`config.mk`:
```
export PLATFORM = sky130hd
export DESIGN_NAME = coreuart_tx_serializer_flat
export DESIGN_NICKNAME = d
export VERILOG_FILES = /design/src/rtl/coreuart_tx_serializer_pkg.sv /design/src/rtl/coreuart_tx_serializer_if.sv /design/src/rtl/coreuart_tx_serializer_parity.sv /design/src/rtl/coreuart_tx_serializer.sv /design/src/flat_wrapper.sv
export SDC_FILE = /design/constraint.sdc
export NUM_CORES = 1
export LEC_CHECK = 0
export BUFFER_PORTS_ARGS = -buffer_cell sky130_fd_sc_hd__buf_2
export CAP_MARGIN = 40
export CORE_ASPECT_RATIO = 1.4
export CORE_MARGIN = 3
export CORE_UTILIZATION = 55
export DETAILED_ROUTE_END_ITERATION = 7
export HOLD_SLACK_MARGIN = 0.15
export PLACE_DENSITY_LB_ADDON = 0.2
export SETUP_SLACK_MARGIN = 0.15
export SYNTH_ARGS = -nofsm -noshare
export SYNTH_HDL_FRONTEND = slang
export SYNTH_SLANG_ARGS = --single-unit
```
`constraint.sdc`:
```
create_clock -name CLK -period 2.4 [get_ports CLK]
set_clock_uncertainty 0.1 [all_clocks]
set_input_delay 0.24 -clock CLK [delete_from_list [all_inputs] [get_ports CLK]]
set_output_delay 0.24 -clock CLK [all_outputs]
set_load 0.01 [all_outputs]
```
`src/rtl/coreuart_tx_serializer_pkg.sv`:
```
// Shared state encoding and defaults for the CoreUART transmit path.
// Build macro COREUART_TX_PARITY_EN adds the PARITY state to the enum.
package coreuart_pkg;

   localparam int OVERSAMPLE_DEF   = 16;
   localparam int FIFO_LATENCY_DEF = 2;
   localparam int BIT_CNT_W        = 3;

   typedef enum logic [2:0] {
      ST_IDLE,
      ST_FETCH,
      ST_WAIT,
      ST_START,
      ST_DATA,
`ifdef COREUART_TX_PARITY_EN
      ST_PARITY,
`endif
      ST_STOP
   } tx_state_e;

endpackage

```
`src/rtl/coreuart_tx_serializer_if.sv`:
```
// FIFO-side handshake, line configuration and serial output of the UART transmitter.
// The master drives FIFO status/data and configuration; the slave is the serializer.
interface coreuart_tx_serializer_if;

   logic       BAUD_TICK;
   logic       BIT8;
   logic       PARITY_EN;
   logic       ODD_N_EVEN;
   logic       FIFO_EMPTY;
   logic [7:0] FIFO_DO;
   logic       FIFO_RDB;
   logic       TX;
   logic       TX_BUSY;

   modport master (
      output BAUD_TICK, BIT8, PARITY_EN, ODD_N_EVEN, FIFO_EMPTY, FIFO_DO,
      input  FIFO_RDB, TX, TX_BUSY
   );

   modport slave (
      input  BAUD_TICK, BIT8, PARITY_EN, ODD_N_EVEN, FIFO_EMPTY, FIFO_DO,
      output FIFO_RDB, TX, TX_BUSY
   );

endinterface

```
`src/rtl/coreuart_tx_serializer_parity.sv`:
```
// Running XOR of the data bits of one frame, with odd/even selection on the output.
// Only instantiated when COREUART_TX_PARITY_EN is defined.
module coreuart_tx_parity (
   input  logic clk_i,
   input  logic rst_n_i,
   input  logic clr_i,
   input  logic upd_i,
   input  logic bit_i,
   input  logic odd_i,
   output logic parity_o
);

   logic acc_q, acc_d;

   always_comb begin
      acc_d = acc_q;
      if (clr_i) begin
         acc_d = 1'b0;
      end else if (upd_i) begin
         acc_d = acc_q ^ bit_i;
      end
   end

   always_ff @(posedge clk_i or negedge rst_n_i) begin
      if (!rst_n_i) begin
         acc_q <= 1'b0;
      end else begin
         acc_q <= acc_d;
      end
   end

   assign parity_o = acc_q ^ odd_i;

endmodule

```
`src/rtl/coreuart_tx_serializer.sv`:
```
// CoreUART transmit serializer: one FIFO read per frame, then start/data/[parity]/stop.
// Build macro COREUART_TX_PARITY_EN enables the parity bit; otherwise PARITY_EN/ODD_N_EVEN are ignored.
module coreuart_tx_serializer
   import coreuart_pkg::*;
#(
   parameter int OVERSAMPLE   = OVERSAMPLE_DEF,
   parameter int FIFO_LATENCY = FIFO_LATENCY_DEF
) (
   input logic                     CLK,
   input logic                     RESET_N,
   coreuart_tx_serializer_if.slave bus
);

   localparam int TICK_W = $clog2(OVERSAMPLE);
   localparam int LAT_W  = $clog2(FIFO_LATENCY + 1);

   tx_state_e              state_q, state_d;
   logic [TICK_W-1:0]      tick_q, tick_d;
   logic [BIT_CNT_W-1:0]   bitc_q, bitc_d;
   logic [LAT_W-1:0]       lat_q, lat_d;
   logic [7:0]             shift_q, shift_d;
   logic                   bit8_q, bit8_d;
   logic                   tx_q, tx_d;
   logic                   rdb_q, rdb_d;
   logic                   busy_q, busy_d;
   logic                   bit_done;
   logic                   load;
   logic [BIT_CNT_W-1:0]   last_bit;

   assign bit_done = bus.BAUD_TICK && (tick_q == TICK_W'(OVERSAMPLE - 1));
   assign load     = ((state_q == ST_FETCH) || (state_q == ST_WAIT)) &&
                     (lat_q == LAT_W'(FIFO_LATENCY - 1));
   assign last_bit = bit8_q ? BIT_CNT_W'(7) : BIT_CNT_W'(6);

`ifdef COREUART_TX_PARITY_EN
   logic paren_q, paren_d;
   logic odd_q, odd_d;
   logic par_bit;
   logic par_upd;
   logic par_in;

   // Accumulate each data bit as it is launched onto the line.
   assign par_upd = bit_done &&
                    ((state_q == ST_START) || ((state_q == ST_DATA) && (bitc_q != last_bit)));
   assign par_in  = (state_q == ST_START) ? shift_q[0] : shift_q[1];

   coreuart_tx_parity u_parity (
      .clk_i    (CLK),
      .rst_n_i  (RESET_N),
      .clr_i    (load),
      .upd_i    (par_upd),
      .bit_i    (par_in),
      .odd_i    (odd_q),
      .parity_o (par_bit)
   );
`else
   logic unused_cfg;
   assign unused_cfg = bus.PARITY_EN ^ bus.ODD_N_EVEN;
`endif

   always_comb begin
      state_d = state_q;
      tick_d  = tick_q;
      bitc_d  = bitc_q;
      lat_d   = lat_q;
      shift_d = shift_q;
      bit8_d  = bit8_q;
      tx_d    = tx_q;
      rdb_d   = 1'b1;
      busy_d  = busy_q;
`ifdef COREUART_TX_PARITY_EN
      paren_d = paren_q;
      odd_d   = odd_q;
`endif
      if (bus.BAUD_TICK && (state_q != ST_IDLE) && (state_q != ST_FETCH) && (state_q != ST_WAIT)) begin
         tick_d = bit_done ? '0 : tick_q + TICK_W'(1);
      end

      case (state_q)
         ST_IDLE: begin
            if (!bus.FIFO_EMPTY) begin
               rdb_d   = 1'b0;
               busy_d  = 1'b1;
               lat_d   = '0;
               state_d = ST_FETCH;
            end
         end
         ST_FETCH, ST_WAIT: begin
            if (load) begin
               state_d = ST_START;
               shift_d = bus.FIFO_DO;
               bit8_d  = bus.BIT8;
               tick_d  = '0;
               bitc_d  = '0;
               lat_d   = '0;
               tx_d    = 1'b0;
`ifdef COREUART_TX_PARITY_EN
               paren_d = bus.PARITY_EN;
               odd_d   = bus.ODD_N_EVEN;
`endif
            end else begin
               lat_d   = lat_q + LAT_W'(1);
               state_d = ST_WAIT;
            end
         end
         ST_START: begin
            if (bit_done) begin
               state_d = ST_DATA;
               tx_d    = shift_q[0];
            end
         end
         ST_DATA: begin
            if (bit_done) begin
               shift_d = {1'b0, shift_q[7:1]};
               if (bitc_q == last_bit) begin
                  bitc_d  = '0;
                  state_d = ST_STOP;
                  tx_d    = 1'b1;
`ifdef COREUART_TX_PARITY_EN
                  if (paren_q) begin
                     state_d = ST_PARITY;
                     tx_d    = par_bit;
                  end
`endif
               end else begin
                  bitc_d = bitc_q + BIT_CNT_W'(1);
                  tx_d   = shift_q[1];
               end
            end
         end
`ifdef COREUART_TX_PARITY_EN
         ST_PARITY: begin
            if (bit_done) begin
               state_d = ST_STOP;
               tx_d    = 1'b1;
            end
         end
`endif
         ST_STOP: begin
            if (bit_done) begin
               state_d = ST_IDLE;
               tx_d    = 1'b1;
               busy_d  = 1'b0;
            end
         end
         default: begin
            state_d = ST_IDLE;
            tx_d    = 1'b1;
            busy_d  = 1'b0;
         end
      endcase
   end

   always_ff @(posedge CLK or negedge RESET_N) begin
      if (!RESET_N) begin
         state_q <= ST_IDLE;
         tick_q  <= '0;
         bitc_q  <= '0;
         lat_q   <= '0;
         bit8_q  <= 1'b0;
         tx_q    <= 1'b1;
         rdb_q   <= 1'b1;
         busy_q  <= 1'b0;
`ifdef COREUART_TX_PARITY_EN
         paren_q <= 1'b0;
         odd_q   <= 1'b0;
`endif
      end else begin
         state_q <= state_d;
         tick_q  <= tick_d;
         bitc_q  <= bitc_d;
         lat_q   <= lat_d;
         bit8_q  <= bit8_d;
         tx_q    <= tx_d;
         rdb_q   <= rdb_d;
         busy_q  <= busy_d;
`ifdef COREUART_TX_PARITY_EN
         paren_q <= paren_d;
         odd_q   <= odd_d;
`endif
      end
   end

   // Character data carries no reset; it is always loaded before use.
   always_ff @(posedge CLK) begin
      shift_q <= shift_d;
   end

   assign bus.TX       = tx_q;
   assign bus.FIFO_RDB = rdb_q;
   assign bus.TX_BUSY  = busy_q;

endmodule

```
`src/flat_wrapper.sv`:
```
// flat-port wrapper written by rule: the top's interface ports become plain ports
module coreuart_tx_serializer_flat import coreuart_pkg::*;
#(
   parameter int OVERSAMPLE   = OVERSAMPLE_DEF,
   parameter int FIFO_LATENCY = FIFO_LATENCY_DEF
)
  (CLK, RESET_N, bus_BAUD_TICK, bus_BIT8, bus_PARITY_EN, bus_ODD_N_EVEN, bus_FIFO_EMPTY, bus_FIFO_DO, bus_FIFO_RDB, bus_TX, bus_TX_BUSY);
  coreuart_tx_serializer_if bus_i ();
  input logic CLK;
  input logic RESET_N;
  input wire logic [$bits(bus_i.BAUD_TICK)-1:0] bus_BAUD_TICK;
  input wire logic [$bits(bus_i.BIT8)-1:0] bus_BIT8;
  input wire logic [$bits(bus_i.PARITY_EN)-1:0] bus_PARITY_EN;
  input wire logic [$bits(bus_i.ODD_N_EVEN)-1:0] bus_ODD_N_EVEN;
  input wire logic [$bits(bus_i.FIFO_EMPTY)-1:0] bus_FIFO_EMPTY;
  input wire logic [$bits(bus_i.FIFO_DO)-1:0] bus_FIFO_DO;
  output wire logic [$bits(bus_i.FIFO_RDB)-1:0] bus_FIFO_RDB;
  output wire logic [$bits(bus_i.TX)-1:0] bus_TX;
  output wire logic [$bits(bus_i.TX_BUSY)-1:0] bus_TX_BUSY;
  assign bus_i.BAUD_TICK = bus_BAUD_TICK;
  assign bus_i.BIT8 = bus_BIT8;
  assign bus_i.PARITY_EN = bus_PARITY_EN;
  assign bus_i.ODD_N_EVEN = bus_ODD_N_EVEN;
  assign bus_i.FIFO_EMPTY = bus_FIFO_EMPTY;
  assign bus_i.FIFO_DO = bus_FIFO_DO;
  assign bus_FIFO_RDB = bus_i.FIFO_RDB;
  assign bus_TX = bus_i.TX;
  assign bus_TX_BUSY = bus_i.TX_BUSY;
  coreuart_tx_serializer #(.OVERSAMPLE(OVERSAMPLE), .FIFO_LATENCY(FIFO_LATENCY)) u_core (.CLK(CLK), .RESET_N(RESET_N), .bus(bus_i));
endmodule
```
* Word level (Yosys, flattened, before mapping) *
Cells that the tools add are included.

operators by class
  add/subtract/negate cells = 3
  eq/ne operators = 16
  mux-type cells = 33
  bitwise operators = 2
  reductions and logical operators = 18

operators with widths
  cell                                                                    number
  3-bit two-way mux                                                       8
  4-bit two-way mux                                                       4
  8-bit two-way mux                                                       2
  8-bit one-hot mux with 2 select lines                                   1
  3-bit one-hot mux with 5 select lines                                   1
  1-bit two-way mux                                                       11
  2-bit by 1-bit != test with 1-bit output (second input constant)        5
  5-bit AND reduction                                                     2
  3-bit by 2-bit equality test with 1-bit output (second input constant)  2
  3-bit equality test (second input constant)                             2
  3-bit one-hot mux with 2 select lines                                   1
  3-bit AND reduction                                                     2
  1-bit logical AND                                                       5
  1-bit one-hot mux with 5 select lines                                   1
  4-bit by 1-bit adder with 4-bit output (second input constant)          1
  4-bit equality test (second input constant)                             1
  2-bit two-way mux                                                       2
  2-bit one-hot mux with 2 select lines                                   1
  2-bit AND reduction                                                     2
  2-bit nonzero test                                                      2
  4-bit OR reduction                                                      1
  3-bit by 1-bit adder with 3-bit output (second input constant)          1
  3-bit by 1-bit equality test with 1-bit output (second input constant)  1
  3-bit equality test                                                     1
  other kinds (11)                                                        12

word-level totals
  flip-flop bits (word level) = 24
  bits of input ports = 15
  logic and storage cells = 81

* Longest topological paths before layout *
Gate-level depths: netlist of run 1.

  depth after elaboration = 7
  mapped depth = 6
  mapped depth without buffers = 5

* Worst setup path after synthesis of run 1 *
No wires, ideal clock.

  path type = register -> register
  start point = reg u_core.tick_q[0]
  end point = reg u_core.bitc_q[1]
  data arrival time = 1.652 ns
  setup slack = 0.524 ns
  cell stages (with the launch flop) = 7
  path buffers = 1
  clock period less this slack = 1.876 ns
  cells stage by stage = dfrtp_1 ha_1 and4_1 clkbuf_1 nand3_1 nand2_1 mux2_2

between the ends
  longest elaborated chain between the ends = 4

ends and longest elaborated chain
  element                                             RTL line                       source
  start: declaration                                  coreuart_tx_serializer.sv:18   logic [TICK_W-1:0] tick_q, tick_d;
  start signal: assignment                            coreuart_tx_serializer.sv:170  tick_q <= tick_d;
  4-bit equality test                                 coreuart_tx_serializer.sv:30   assign bit_done = bus.BAUD_TICK && (tick_q == TICK_W'(OVERSAMPLE - 1));
  1-bit logical AND                                   coreuart_tx_serializer.sv:30
  2-bit by 1-bit != test with 1-bit output (no line)  -
  3-bit AND reduction (no line)                       -
  end signal: assignment                              coreuart_tx_serializer.sv:171  bitc_q <= bitc_d;
  end: declaration                                    coreuart_tx_serializer.sv:19   logic [BIT_CNT_W-1:0] bitc_q, bitc_d;

No other way between the ends.
A chain may end at the register's enable or synchronous reset.

* Worst setup path after layout of run 1 *
  start point = reg u_core.state_q[0]
  end point = reg u_core.tx_q (netlist: u_core.bus.TX)

between the ends
  longest elaborated chain between the ends = 5
  elaborated cells between the ends (all ways) = 16
  classes of those cells = 9 x eq/ne; 1 x mux; 1 x bitwise; 5 x reduce/logical

ends and longest elaborated chain
  element                                                                                                           RTL line                                                    source
  start: declaration                                                                                                coreuart_tx_serializer.sv:17                                tx_state_e state_q, state_d;
  start signal: assignment                                                                                          coreuart_tx_serializer.sv:169                               state_q <= state_d;
  3-bit by 1-bit equality test with 1-bit output or 3-bit by 2-bit equality test with 1-bit output (tied branches)  coreuart_tx_serializer.sv:31, coreuart_tx_serializer.sv:79
  1-bit logical OR                                                                                                  coreuart_tx_serializer.sv:31                                assign load = ((state_q == ST_FETCH) || (state_q == ST_WAIT)) &&
  1-bit logical AND                                                                                                 coreuart_tx_serializer.sv:31
  2-bit by 1-bit != test with 1-bit output (no line)                                                                -
  5-bit AND reduction (no line)                                                                                     -
  end signal: assignment                                                                                            coreuart_tx_serializer.sv:174                               tx_q <= tx_d;
  end: declaration                                                                                                  coreuart_tx_serializer.sv:23                                logic tx_q, tx_d;

Parallel ways exist; a longest one is shown, timed or not.

==> impl_metrics.json, run 1 <==
{
  "status": "complete, no violations",
  "post-synth-top-area-cell": "dfrtp_1",
  "drt-pass1-iter-count": 4,
  "dp_hpwl_um": 1760,
  "num_vias": 978,
  "rows": 20,
  "postSynthAreaPerCell_um2": 11.0,
  "fin_area_um2": 1540,
  "netlist.area_leader.share_pct": 27.1,
  "grt_pass1_vias": 989,
  "grt_pass1_wl_um": 4520,
  "drt_iter0_markers": 38,
  "wire_per_inst_um": 15.2,
  "die_area_um2": 2980,
  "netlist_instances": 118,
  "place_area_um2": 1380,
  "layout-drive-gt1-share_pct": 24.3,
  "drc": 0,
  "synth_most_common_cell": "dfrtp_1",
  "insertion_delay_ns": 0.32,
  "period_share_pct": 80.9,
  "stdcell_count": 166,
  "rrSetupSlack_ns": 0.46,
  "finalCriticalPeriod_ns": 1.94,
  "die_height_um": 63.4,
  "netlist_area_um2": 1290,
  "max_clock_freq_mhz": 515,
  "cts_tree": "built",
  "async_flop_share_pct": 66.7,
  "maxSlewViolCount": 0,
  "grt_max_degree": 20,
  "grtUsageTotal_pct": 20.7,
  "overflow": 0,
  "start_util_pct": 58.8,
  "ir_drop_mv": 0.683,
  "antenna_found_initial": 0,
  "antennaDiodeCount": 0,
  "slew_headroom_pct": 60.2,
  "synth_commonest_cells": "dfrtp_1 (14), nand2_1 (10), mux2_2 (9), nor2_1 (9), edfxtp_1 (8)",
  "ys_dominant_reg_cell": "dfrtp_1",
  "io_pins": 18,
  "cts_num_sinks": 24,
  "power.total_mw": 1.25,
  "cts-buffers-inserted": 3,
  "ctsResizeCount": 0,
  "maxCapViolCount": 0,
  "crit_path_start_kind": "flop",
  "fin_nets": 162,
  "worstMarginPinSlew_ns": 0.597,
  "tns_ns": 0,
  "synth_edf_count": 8,
  "gp_congestion": 0.771,
  "path_class": "flop to flop",
  "die_x_um": 47.0,
  "critical_path.max_fanout": 19,
  "port_buffers": 15,
  "design.core.area_um2": 2200,
  "finalSetupViolCount": 0,
  "fillers": 176,
  "yosysWarnings": 0,
  "finalWirelength_um": 2530,
  "ys_seq_area_share_pct": 49.7,
  "critical_path_arrival_ns": 2.10,
  "hold_viol": 0,
  "path_clk_slew_ns": 0.13,
  "synth_nets": 135,
  "cts.root.buffer_cell": "clkbuf_4",
  "rsz0062_at_grt": "false",
  "required_ns": 2.56,
  "htree_levels": 1,
  "ys_seq_elements": 24,
  "endpoint_kind": "flop",
  "routed_via_density": 5.89,
  "min_path_type": "input pin to asynchronous set/reset pin",
  "powerDensity_nw_per_um2": 814,
  "total_leakage_power_nw": 0.677,
  "areaGrowthSynthToFinish_pct": 19.0,
  "ys_types": 44,
  "drtAntennaViolNets": 0,
  "numPlacedInstances": 151,
  "clock_path_buffers": 2,
  "synth.area.top_cells": "dfrtp_1 (27%), edfxtp_1 (19%), mux2_2 (7.8%), dfstp_2 (4.1%), nand2_1 (2.9%)"
}
cell families after synthesis:
logic type	count (synthesis)	share of synthesized area, %
AND/OR/NAND/NOR	37	15.5
multiplexers	13	11.3
XOR/XNOR	4	2.71
AO/OA/AOI/OAI	27	14.7
adder cells (fa/ha/maj)	2	1.93
flip-flops	24	49.7
buffers and inverters	11	4.16
metal layers:
metal	GRT usage, %	part of all wire (%)	up-vias
met2	33.0	53	20
met1	28.0	43	468
li1	-	-	485
met3	1.71	2.0	5
met4	8.30	1.5	0
met5	0	0	-
through the flow:
stage                     setup WS [ns]  hold WS, ns  utilization (%)
after floorplan                   0.524       -0.156                -
after global placement            0.506       0.0634             62.5
after detailed placement          0.488       0.0652             62.5
after CTS                         0.462        0.245             69.9
after global routing              0.328        0.232             69.9
final                             0.458        0.237             69.9
power by group:
group / internal (mW) / total (mW) / switching (mW)
logic: 0.179 / 0.346 / 0.166
clock network: 0.169 / 0.290 / 0.121
registers: 0.524 / 0.617 / 0.0931
path summary, 6_finish.rpt:
kind | from | endpoint | depth (start not counted)
max in group asynchronous | RESET_N | u_core.bus.TX$_DFFE_PN1P_ | 2
min in group CLK | bus_BAUD_TICK | u_core.tick_q[2]$_DFF_PN0_ | 4
setup reg to reg | u_core.state_q[0]$_DFFE_PN0P_ | u_core.bus.TX$_DFFE_PN1P_ | 4
hold / removal | RESET_N | u_core.lat_q[1]$_DFFE_PN0P_ | 2
setup / recovery | u_core.state_q[0]$_DFFE_PN0P_ | u_core.bus.TX$_DFFE_PN1P_ | 4
hold reg to reg | u_core.bit8_q$_DFFE_PN0P_ | u_core.bit8_q$_DFFE_PN0P_ | 1
final cells by class:
class	instances	area [µm²]	area share, %
clock buffer	3	22.5	1.46
tap	22	27.5	1.79
clock inverter	1	30.0	1.95
inverter	5	18.8	1.22
timing repair buffer	28	200	13.0
sequential	24	643	41.8
multi-input combinational	83	597	38.8
registers in the layout, indices dropped and copies added (netlist names):
| name | flops |
|---|---|
| u_core.bit8_q | 1 |
| u_core.bitc_q | 3 |
| u_core.lat_q | 2 |
| u_core.bus.TX | 1 |
| u_core.shift_q | 8 |
| u_core.tick_q | 4 |
| u_core.state_q | 3 |
| u_core.bus.TX_BUSY | 1 |
| u_core.bus.FIFO_RDB | 1 |
worst max-delay path, stage by stage, from the launching register on:
cell	delay (ns)
dfrtp_1	0.62
nor3b_4	0.54
o21ai_2	0.16
o21a_1	0.21
mux2_4	0.25
cells in the final DEF, fill, tap and decap left out, types with 3 or more instances in the layout:
| master | n |
|---|---|
| inv_1 | 5 |
| nand3_1 | 3 |
| mux2i_1 | 3 |
| buf_2 | 15 |
| mux2_2 | 9 |
| nand2_1 | 10 |
| xor2_1 | 4 |
| clkbuf_4 | 3 |
| o211ai_1 | 4 |
| nor2_1 | 9 |
| dfrtp_1 | 14 |
| edfxtp_1 | 8 |
| dlygate4sd3_1 | 11 |
| nor2b_1 | 3 |
| o21ai_0 | 6 |
what timing repair did:
item                      CTS  global route
hold buffers               11             0
setup buffers               0             0
hold endpoints to repair   26             0
(Power assumes the default switching activity.)
==> run 2, diff against run 1 <==
--- a/config.mk
+++ b/config.mk
@@ -9,7 +9,7 @@
 export CAP_MARGIN = 40
 export CORE_ASPECT_RATIO = 1.4
 export CORE_MARGIN = 3
-export CORE_UTILIZATION = 55
+export CORE_UTILIZATION = 50
 export DETAILED_ROUTE_END_ITERATION = 7
 export HOLD_SLACK_MARGIN = 0.15
 export PLACE_DENSITY_LB_ADDON = 0.2
==> constraint.sdc (replaced) <==
create_clock -name CLK -period 1.65 [get_ports CLK]
set_clock_uncertainty 0.1 [all_clocks]
set_input_delay 0.165 -clock CLK [delete_from_list [all_inputs] [get_ports CLK]]
set_output_delay 0.165 -clock CLK [all_outputs]
set_load 0.01 [all_outputs]
==> impl_metrics.json, run 2 (synthesis results as in run 1) <==
{
  "status": "complete, no violations",
  "overflow": 0,
  "die_height_um": 66.2,
  "num_vias": 1091,
  "layout_common_cells": "buf_4 (23), buf_2 (15), dfrtp_1 (12), dlygate4sd3_1 (11)",
  "max_clock_freq_mhz": 623,
  "rsz0062_at_grt": "true",
  "gp_congestion": 0.813,
  "powerDensity_nw_per_um2": 1060,
  "fin_nets": 187,
  "critical_path_arrival_ns": 1.58,
  "grt_pass1_vias": 1159,
  "drt-pass1-iter-count": 4,
  "top_regs": "u_core.shift_q: 8 flops, u_core.tick_q: 4 flops",
  "worstMarginPinSlew_ns": 0.371,
  "finalCriticalPeriod_ns": 1.61,
  "worst_path_most_repeated_cell": "buf_12",
  "clock_path_buffers": 2,
  "antennaDiodeCount": 0,
  "start_util_pct": 53.5,
  "grtUsageTotal_pct": 20.6,
  "fin_area_um2": 1860,
  "hold_start": "bus_BAUD_TICK",
  "grt_max_degree": 17,
  "hold_viol": 0,
  "crit_path_start_kind": "flop",
  "drtAntennaViolNets": 0,
  "finalSetupViolCount": 0,
  "fillers": 165,
  "crit_chain": "buf_12 > nor3b_4 > buf_12 > mux2_2",
  "routed_via_density": 5.37,
  "design.core.area_um2": 2420,
  "required_ns": 1.62,
  "final_common_cell": "buf_4",
  "dp_hpwl_um": 2080,
  "areaGrowthSynthToFinish_pct": 43.6,
  "routed-wl-met2_um": 1720,
  "wl_met1_um": 1140,
  "slowest_delay_ns": 0.42,
  "layout-drive-gt1-share_pct": 44.4,
  "cp_top_family": "flip-flops",
  "port_buffers": 15,
  "cts-buffers-inserted": 3,
  "maxSlewViolCount": 0,
  "cts_num_sinks": 24,
  "wire_per_inst_um": 14.4,
  "cts_tree": "built",
  "critical_path.max_fanout": 10,
  "wl_met3_um": 56,
  "cts.root.buffer_cell": "clkbuf_4",
  "maxCapViolCount": 0,
  "insertion_delay_ns": 0.31,
  "largest_register_ffs": 8,
  "min_path_type": "input pin to flop",
  "io_pins": 18,
  "rows": 21,
  "finalWirelength_um": 2930,
  "antenna_found_initial": 0,
  "crit_start": "u_core.state_q[0]$_DFFE_PN0P_",
  "path_class": "flop to flop",
  "place_area_um2": 1610,
  "die_x_um": 49.0,
  "grt_pass1_wl_um": 5060,
  "period_share_pct": 97.3,
  "dr.max_layer_used": "met4",
  "path_clk_slew_ns": 0.13,
  "power.total_mw": 1.97,
  "slew_headroom_pct": 75.3,
  "ir_drop_mv": 0.737,
  "endpoint_kind": "flop",
  "r2r_start": "u_core.state_q[0]$_DFFE_PN0P_",
  "top_register": "u_core.shift_q",
  "total_leakage_power_nw": 0.830,
  "htree_levels": 1,
  "drc": 0,
  "drt_iter0_markers": 22,
  "crit_path_top_delay_cell": "dfrtp_1",
  "die_area_um2": 3240,
  "critPathBufInv": 2
}
## run 2: cell types whose count changed in the layout (fill, tap and decap cells not counted), moves of 2 or more
cell / before / now
dfrtp_1: 14 / 12
dfrtp_2: 0 / 2
nor2b_1: 3 / 1
buf_12: 0 / 3
nand2_1: 10 / 7
nand2_4: 0 / 2
buf_4: 2 / 23
o21ai_0: 6 / 3
mux2_2: 9 / 6
mux2_4: 1 / 4
## run 2: tightest hold or removal path: stages
cell      delay (ns)
buf_2           0.12
o211ai_1        0.10
xor2_1          0.07
nor2_1          0.08
## run 2: layout make-up
type | instances | area, µm² | share of cell area (%)
Multi-Input combinational cell | 83 | 696 | 37.4
Sequential cell | 24 | 646 | 34.7
Timing Repair Buffer | 53 | 429 | 23.1
Tap cell | 34 | 42.5 | 2.29
Clock buffer | 3 | 22.5 | 1.21
Inverter | 5 | 18.8 | 1.01
Clock inverter | 1 | 3.75 | 0.202
## run 2: worst paths after layout
kind | to | slack, ns | cells past startpoint
min | u_core.tick_q[2]$_DFF_PN0_ | 0.17 | 4
min reg2reg | u_core.bitc_q[1]$_DFFE_PN0P_ | 0.47 | 1
max in group asynchronous | u_core.bus.TX$_DFFE_PN1P_ | 0.95 | 2
min in group asynchronous | u_core.tick_q[3]$_DFF_PN0_ | 0.19 | 2
max reg2reg | u_core.shift_q[4]$_DFFE_PP_ | 0.04 | 4
max | u_core.shift_q[4]$_DFFE_PP_ | 0.04 | 4
## run 2: what timing repair did
| action | CTS | global route |
|---|---|---|
| hold buffers | 11 | 0 |
| buffers inserted | 4 | 4 |
| gates resized for setup | 11 | 8 |
| setup endpoints to repair | 27 | 27 |
| endpoints found under the hold margin | 27 | 0 |
| pin swaps | 6 | 9 |
| cloned | 0 | 0 |
## run 2: per-stage QoR
step / hold WS (ns) / std cells / utilization [%] / setup TNS [ns] / setup WS [ns]
floorplan: -0.231 / 118 / - / 0 / 0.0410
global placement: -0.00241 / 180 / 66.7 / -0.0358 / -0.0286
detailed placement: -0.00264 / 180 / 66.7 / -0.246 / -0.0552
CTS: 0.153 / 199 / 74.7 / 0 / 0.0449
global route: 0.201 / 203 / 76.9 / 0 / 0.000209
finish: 0.175 / 203 / 76.9 / 0 / 0.0448
## run 2: per-layer routing
layer	global-route usage [%]	up-vias
met3	1.35	2
met2	41.0	17
li1	-	539
met1	22.6	533
met4	7.47	0
met5	0	-
## run 2: report_power, final
part / total [mW] / switching (mW) / internal, mW
sequential: 0.849 / 0.0851 / 0.764
clock: 0.259 / 0.171 / 0.0883
combinational: 0.862 / 0.381 / 0.481
